### config.mk
export PLATFORM = sky130hd
export DESIGN_NAME = core_sleep_ctrl_flat
export DESIGN_NICKNAME = d
export VERILOG_FILES = /design/src/rtl/core_sleep_pkg.sv /design/src/rtl/core_sleep_ctrl_if.sv /design/src/rtl/core_sleep_ctrl.sv /design/src/flat_wrapper.sv
export SDC_FILE = /design/constraint.sdc
export NUM_CORES = 1
export LEC_CHECK = 0
export CORE_AREA = 2 2 39 41
export DETAILED_ROUTE_END_ITERATION = 12
export DIE_AREA = 0 0 41 43
export GPL_TIMING_DRIVEN = 0
export PLACE_DENSITY = 0.58
export SYNTH_ARGS = -nofsm -noshare
export SYNTH_HDL_FRONTEND = slang
export SYNTH_SLANG_ARGS = --single-unit
### constraint.sdc
create_clock -name clk_i -period 3.9 [get_ports clk_i]
set_input_delay 0.78 -clock clk_i [delete_from_list [all_inputs] [get_ports clk_i]]
set_output_delay 0.78 -clock clk_i [all_outputs]
set_load 0.01 [all_outputs]
### src/rtl/core_sleep_pkg.sv
// Shared types and defaults for the core clock-enable (sleep) controller.
package core_sleep_pkg;

  typedef enum logic [1:0] {
    SLEEP_RUN,
    SLEEP_DRAIN,
    SLEEP_SLEEP,
    SLEEP_WAKE
  } sleep_state_e;

  localparam int unsigned IDLE_CYCLES_DEF = 4;
  localparam int unsigned WAKE_CYCLES_DEF = 2;

  function automatic int unsigned max_u(input int unsigned a, input int unsigned b);
    return (a > b) ? a : b;
  endfunction

endpackage

### src/rtl/core_sleep_ctrl_if.sv
// Core-side sleep/wake signalling between the core and its clock-enable controller.
interface core_sleep_ctrl_if;

  logic sleep_req_i;
  logic core_busy_i;
  logic irq_pending_i;
  logic debug_req_i;
  logic clk_en_o;
  logic sleeping_o;
  logic wake_o;

  // Core / system side: raises requests and events, observes the enable.
  modport master (
    output sleep_req_i,
    output core_busy_i,
    output irq_pending_i,
    output debug_req_i,
    input  clk_en_o,
    input  sleeping_o,
    input  wake_o
  );

  // Controller side.
  modport slave (
    input  sleep_req_i,
    input  core_busy_i,
    input  irq_pending_i,
    input  debug_req_i,
    output clk_en_o,
    output sleeping_o,
    output wake_o
  );

endinterface

### src/rtl/core_sleep_ctrl.sv
// Clock-enable controller for the core gating cell: drains idle cycles before
// gating, and holds the enable through a settle period on wake.
module core_sleep_ctrl
  import core_sleep_pkg::*;
#(
  parameter int unsigned IdleCycles = IDLE_CYCLES_DEF,
  parameter int unsigned WakeCycles = WAKE_CYCLES_DEF
) (
  input  logic               clk_i,
  input  logic               rst_i,
  core_sleep_ctrl_if.slave   bus
);

  localparam int unsigned CntW = $clog2(max_u(IdleCycles, WakeCycles)) + 1;
  localparam logic [CntW-1:0] IdleLast = CntW'(IdleCycles - 1);
  localparam logic [CntW-1:0] WakeLast = CntW'(WakeCycles - 1);

  sleep_state_e    state_q, state_d;
  logic [CntW-1:0] cnt_q, cnt_d;
  logic            wake_ev;
  logic            clk_en_c;
  logic            sleeping_c;
  logic            wake_c;

  assign wake_ev = bus.irq_pending_i | bus.debug_req_i;

  // Next-state, shared counter and next-state-decoded outputs.
  always_comb begin
    state_d    = state_q;
    cnt_d      = cnt_q;
    wake_c     = 1'b0;
    clk_en_c   = 1'b1;
    sleeping_c = 1'b0;

    case (state_q)
      SLEEP_RUN: begin
        if (bus.sleep_req_i && !wake_ev) begin
          state_d = SLEEP_DRAIN;
          cnt_d   = '0;
        end
      end
      SLEEP_DRAIN: begin
        // Abort wins over counting; clock was never gated so no wake pulse.
        if (wake_ev || !bus.sleep_req_i) begin
          state_d = SLEEP_RUN;
          cnt_d   = '0;
        end else if (bus.core_busy_i) begin
          cnt_d = '0;
        end else if (cnt_q == IdleLast) begin
          state_d = SLEEP_SLEEP;
          cnt_d   = '0;
        end else begin
          cnt_d = cnt_q + CntW'(1);
        end
      end
      SLEEP_SLEEP: begin
        if (wake_ev) begin
          state_d = SLEEP_WAKE;
          cnt_d   = '0;
        end
      end
      SLEEP_WAKE: begin
        if (cnt_q == WakeLast) begin
          state_d = SLEEP_RUN;
          cnt_d   = '0;
          wake_c  = 1'b1;
        end else begin
          cnt_d = cnt_q + CntW'(1);
        end
      end
      default: begin
        state_d = SLEEP_RUN;
        cnt_d   = '0;
      end
    endcase

    clk_en_c   = (state_d != SLEEP_SLEEP);
    sleeping_c = (state_d == SLEEP_SLEEP);
  end

  // State, counter and registered outputs; reset leaves the core clock running.
  always_ff @(posedge clk_i or posedge rst_i) begin
    if (rst_i) begin
      state_q        <= SLEEP_RUN;
      cnt_q          <= '0;
      bus.clk_en_o   <= 1'b1;
      bus.sleeping_o <= 1'b0;
      bus.wake_o     <= 1'b0;
    end else begin
      state_q        <= state_d;
      cnt_q          <= cnt_d;
      bus.clk_en_o   <= clk_en_c;
      bus.sleeping_o <= sleeping_c;
      bus.wake_o     <= wake_c;
    end
  end

endmodule

### src/flat_wrapper.sv
// flat-port wrapper written by rule: the top's interface ports become plain ports
module core_sleep_ctrl_flat import core_sleep_pkg::*;
#(
  parameter int unsigned IdleCycles = IDLE_CYCLES_DEF,
  parameter int unsigned WakeCycles = WAKE_CYCLES_DEF
)
  (clk_i, rst_i, bus_sleep_req_i, bus_core_busy_i, bus_irq_pending_i, bus_debug_req_i, bus_clk_en_o, bus_sleeping_o, bus_wake_o);
  core_sleep_ctrl_if bus_i ();
  input  logic clk_i;
  input  logic rst_i;
  input wire logic [$bits(bus_i.sleep_req_i)-1:0] bus_sleep_req_i;
  input wire logic [$bits(bus_i.core_busy_i)-1:0] bus_core_busy_i;
  input wire logic [$bits(bus_i.irq_pending_i)-1:0] bus_irq_pending_i;
  input wire logic [$bits(bus_i.debug_req_i)-1:0] bus_debug_req_i;
  output wire logic [$bits(bus_i.clk_en_o)-1:0] bus_clk_en_o;
  output wire logic [$bits(bus_i.sleeping_o)-1:0] bus_sleeping_o;
  output wire logic [$bits(bus_i.wake_o)-1:0] bus_wake_o;
  assign bus_i.sleep_req_i = bus_sleep_req_i;
  assign bus_i.core_busy_i = bus_core_busy_i;
  assign bus_i.irq_pending_i = bus_irq_pending_i;
  assign bus_i.debug_req_i = bus_debug_req_i;
  assign bus_clk_en_o = bus_i.clk_en_o;
  assign bus_sleeping_o = bus_i.sleeping_o;
  assign bus_wake_o = bus_i.wake_o;
  core_sleep_ctrl #(.IdleCycles(IdleCycles), .WakeCycles(WakeCycles)) u_core (.clk_i(clk_i), .rst_i(rst_i), .bus(bus_i));
endmodule
==> flow_metrics.env <==
export IMPL_timing_critical_path_to="bus_clk_en_o"
export IMPL_gp_congestion=0.711
export IMPL_rr_worst_depth=5
export IMPL_tritoncts="done"
export IMPL_min_period_ps=2060
export IMPL_post_dp_hpwl_um=698
export IMPL_cp_depth=1
export IMPL_slowest_stage="clkdlybuf4s50_1"
export IMPL_power_density_nw_per_um2=272
export IMPL_tightestPinTransition_ps=308
export IMPL_synthCells=47
export IMPL_critPathTopFamily="buffers and inverters"
export IMPL_grt_pass1_vias=383
export IMPL_grtUsageTotal=0.143
export IMPL_nNetsFinal=71
export IMPL_leakage_nw=0.277
export IMPL_clkTransAtPathRegs_ps=60
export IMPL_die_y_um=43
export IMPL_synth_common_cells="7 x dfrtp_1, 6 x inv_1, 5 x ha_1"
export IMPL_synth_largest_area_cell="dfrtp_1"
export IMPL_num_vias=392
export IMPL_io_pins=9
export IMPL_worstSetupStartpoint="u_core.bus.clk_en_o"
export IMPL_synth_top_cells_by_area="dfrtp_1 35%, ha_1 12%, dfstp_2 5.2%, nor4b_4 4.7%, inv_1 4.5%"
export IMPL_drive_gt1_frac=0.203
export IMPL_clkLatencyLatePin_ps=260
export IMPL_synth_edf_count=0
export IMPL_wl_per_cell_um=11.9
export IMPL_insertedDiodeCount=0
export IMPL_async_reset_ff_frac=1.00
export IMPL_synth_top_cell_area_share=0.347
export IMPL_wl_um=891
export IMPL_clockBufferDepth=2
export IMPL_end_kind="primary output"
export IMPL_fin_skew_ps=7.13
export IMPL_cts_buffers=3
export IMPL_worstHoldPathType="reg -> reg"
export IMPL_reg2reg_from="u_core.cnt_q[1]"
export IMPL_antenna_found_initial=0
export IMPL_gr_total_overflow=0
export IMPL_ant_nets=0
export IMPL_hold_violations=0
export IMPL_path_buf_inv=1
export IMPL_postSynthAreaPerCell_sq_um=10.8
export IMPL_mappedNetlistArea_sq_um=505
export IMPL_synth_distinct_cells=24
export IMPL_crit_fanout=1
export IMPL_cp_arrival_ps=1280
export IMPL_synth_most_common_cell="dfrtp_1"
export IMPL_cp_start_kind="flop"
export IMPL_yosysSeqAreaShare=0.399
export IMPL_outcome="complete, no violations"
export IMPL_grt_max_degree=11
export IMPL_die_area_sq_um=1760
export IMPL_cts_root_buffer="clkbuf_4"
export IMPL_max_stage_delay_ps=520
export IMPL_cp_required_ps=3120
export IMPL_slew_violations=0
export IMPL_ys_seq_elements=8
export IMPL_synthesis_nets=58
export IMPL_cts_sinks=8
export IMPL_cts_hold_buffers_added=0
export IMPL_grt_pass1_wl_um=1640
export IMPL_yosysWarnings=0
export IMPL_initial_core_util=0.365
export IMPL_fill_cells=144
export IMPL_ctsResizeCount=0
export IMPL_rows=14
export IMPL_drtPass1Iterations=2
export IMPL_tns_ps=0
export IMPL_synthToLayoutAreaGrowth_pct=25.0
export IMPL_synth_ff_type="dfrtp_1"
export IMPL_max_clock_freq_mhz=485
export IMPL_core_area_sq_um=1380
export IMPL_cts_max_level=1
export IMPL_drc_errors=0
export IMPL_period_share=0.528
export IMPL_rsz0062_at_grt="false"
export IMPL_utilization=0.457
export IMPL_viasPerCell=5.23
export IMPL_path_cells="clkdlybuf4s50_1"
export IMPL_reg2reg_slack_ps=2500
export IMPL_max_vdd_ir_drop_mv=0.101
export IMPL_drv_cap=0
export IMPL_r2r_end="u_core.cnt_q[0]"
export IMPL_worst_setup_path_type="reg -> out"
export IMPL_drt_iter0_markers=2
export IMPL_post_cts_setup_buffers=0
export IMPL_setup_viol=0
export IMPL_die_x_um=41
export IMPL_max_slew_margin_rel=0.793
export IMPL_portBuffers=8
==> where the power goes <==
group          switching (mW)  internal, mW
Combinational         0.00791       0.00854
Clock                  0.0319        0.0394
Sequential           0.000370        0.0838
==> cells in the final DEF, fill, tap and decap left out <==
cell / instances
a221o_1: 2
a22o_2: 2
a22oi_1: 1
a31o_2: 1
and3_2: 1
and3b_2: 1
buf_2: 1
buf_6: 1
clkbuf_1: 1
clkbuf_4: 3
clkdlybuf4s50_1: 8
dfrtp_1: 7
dfstp_2: 1
ha_1: 5
inv_1: 6
mux2i_1: 1
nand2_1: 2
nand3b_1: 3
nor2_1: 1
nor2b_1: 1
nor3_1: 4
nor3b_1: 1
nor4_1: 1
nor4b_4: 1
o21a_1: 1
o21ai_0: 1
o2bb2ai_1: 1
==> cell type report <==
type                            count  area, sq um  area share
Buffer                              2         16.3      0.0257
Clock buffer                        4         26.3      0.0416
Inverter                            6         22.5      0.0356
Multi-Input combinational cell     31          265       0.420
Sequential cell                     8          201       0.319
Tap cell                           16         20.0      0.0317
Timing Repair Buffer                8         80.1       0.127
==> layer usage <==
layer  part of all wire  wire (um)  global-route usage  vias up
met5                  0          0                   0        -
met1               0.49        434               0.194      182
met3              0.051         45              0.0471        4
met4              0.025         22              0.0800        0
li1                   -          -                   -      194
met2               0.44        389               0.191       12
==> how the worst min path moves through the flow <==
stage | to | slack [ps] | start | cells after the start
after floorplan | u_core.bus.clk_en_o | 520 | u_core.state_q[1] | 2
after global placement | u_core.bus.clk_en_o | 550 | u_core.state_q[1] | 2
after detailed placement | u_core.bus.clk_en_o | 550 | u_core.state_q[1] | 2
after CTS | u_core.bus.clk_en_o | 560 | u_core.state_q[1] | 2
after global routing | u_core.bus.clk_en_o | 590 | u_core.state_q[1] | 2
final | u_core.bus.clk_en_o | 560 | u_core.state_q[1] | 2
==> per-stage QoR <==
step           setup slack [ps]  power [mW]  hold slack [ps]  instance area (sq um)  instances
6_report                   1840       0.172              556                    632         75
5_1_grt                    1800       0.180              594                    632         75
4_1_cts                    1840       0.171              560                    632         75
3_5_place_dp               1690       0.102              549                    606         71
3_3_place_gp               1710       0.102              548                    606         71
2_1_floorplan              2310      0.0938              520                    505         47
==> logic make-up (layout without fill, tap and decap cells) <==
family	count (synthesis)	in the layout	synth area share
flip-flops	8	8	0.399
adder cells (fa/ha/maj)	5	5	0.124
AO/OA/AOI/OAI	9	9	0.153
multiplexers	1	1	0.0198
AND/OR/NAND/NOR	16	16	0.228
buffers and inverters	8	20	0.0767
==> worst min-delay path, cell delays in order, from the launching register on <==
cell and delay (ps):
dfrtp_1 340, buf_6 140, a22oi_1 70
==> flip-flops by register name, indices dropped and copies added, names as in the netlist <==
register and count:
u_core.bus.clk_en_o 1, u_core.cnt_q 3, u_core.bus.wake_o 1, u_core.state_q 2, u_core.bus.sleeping_o 1
No activity file was read; power rests on OpenSTA's default activity.
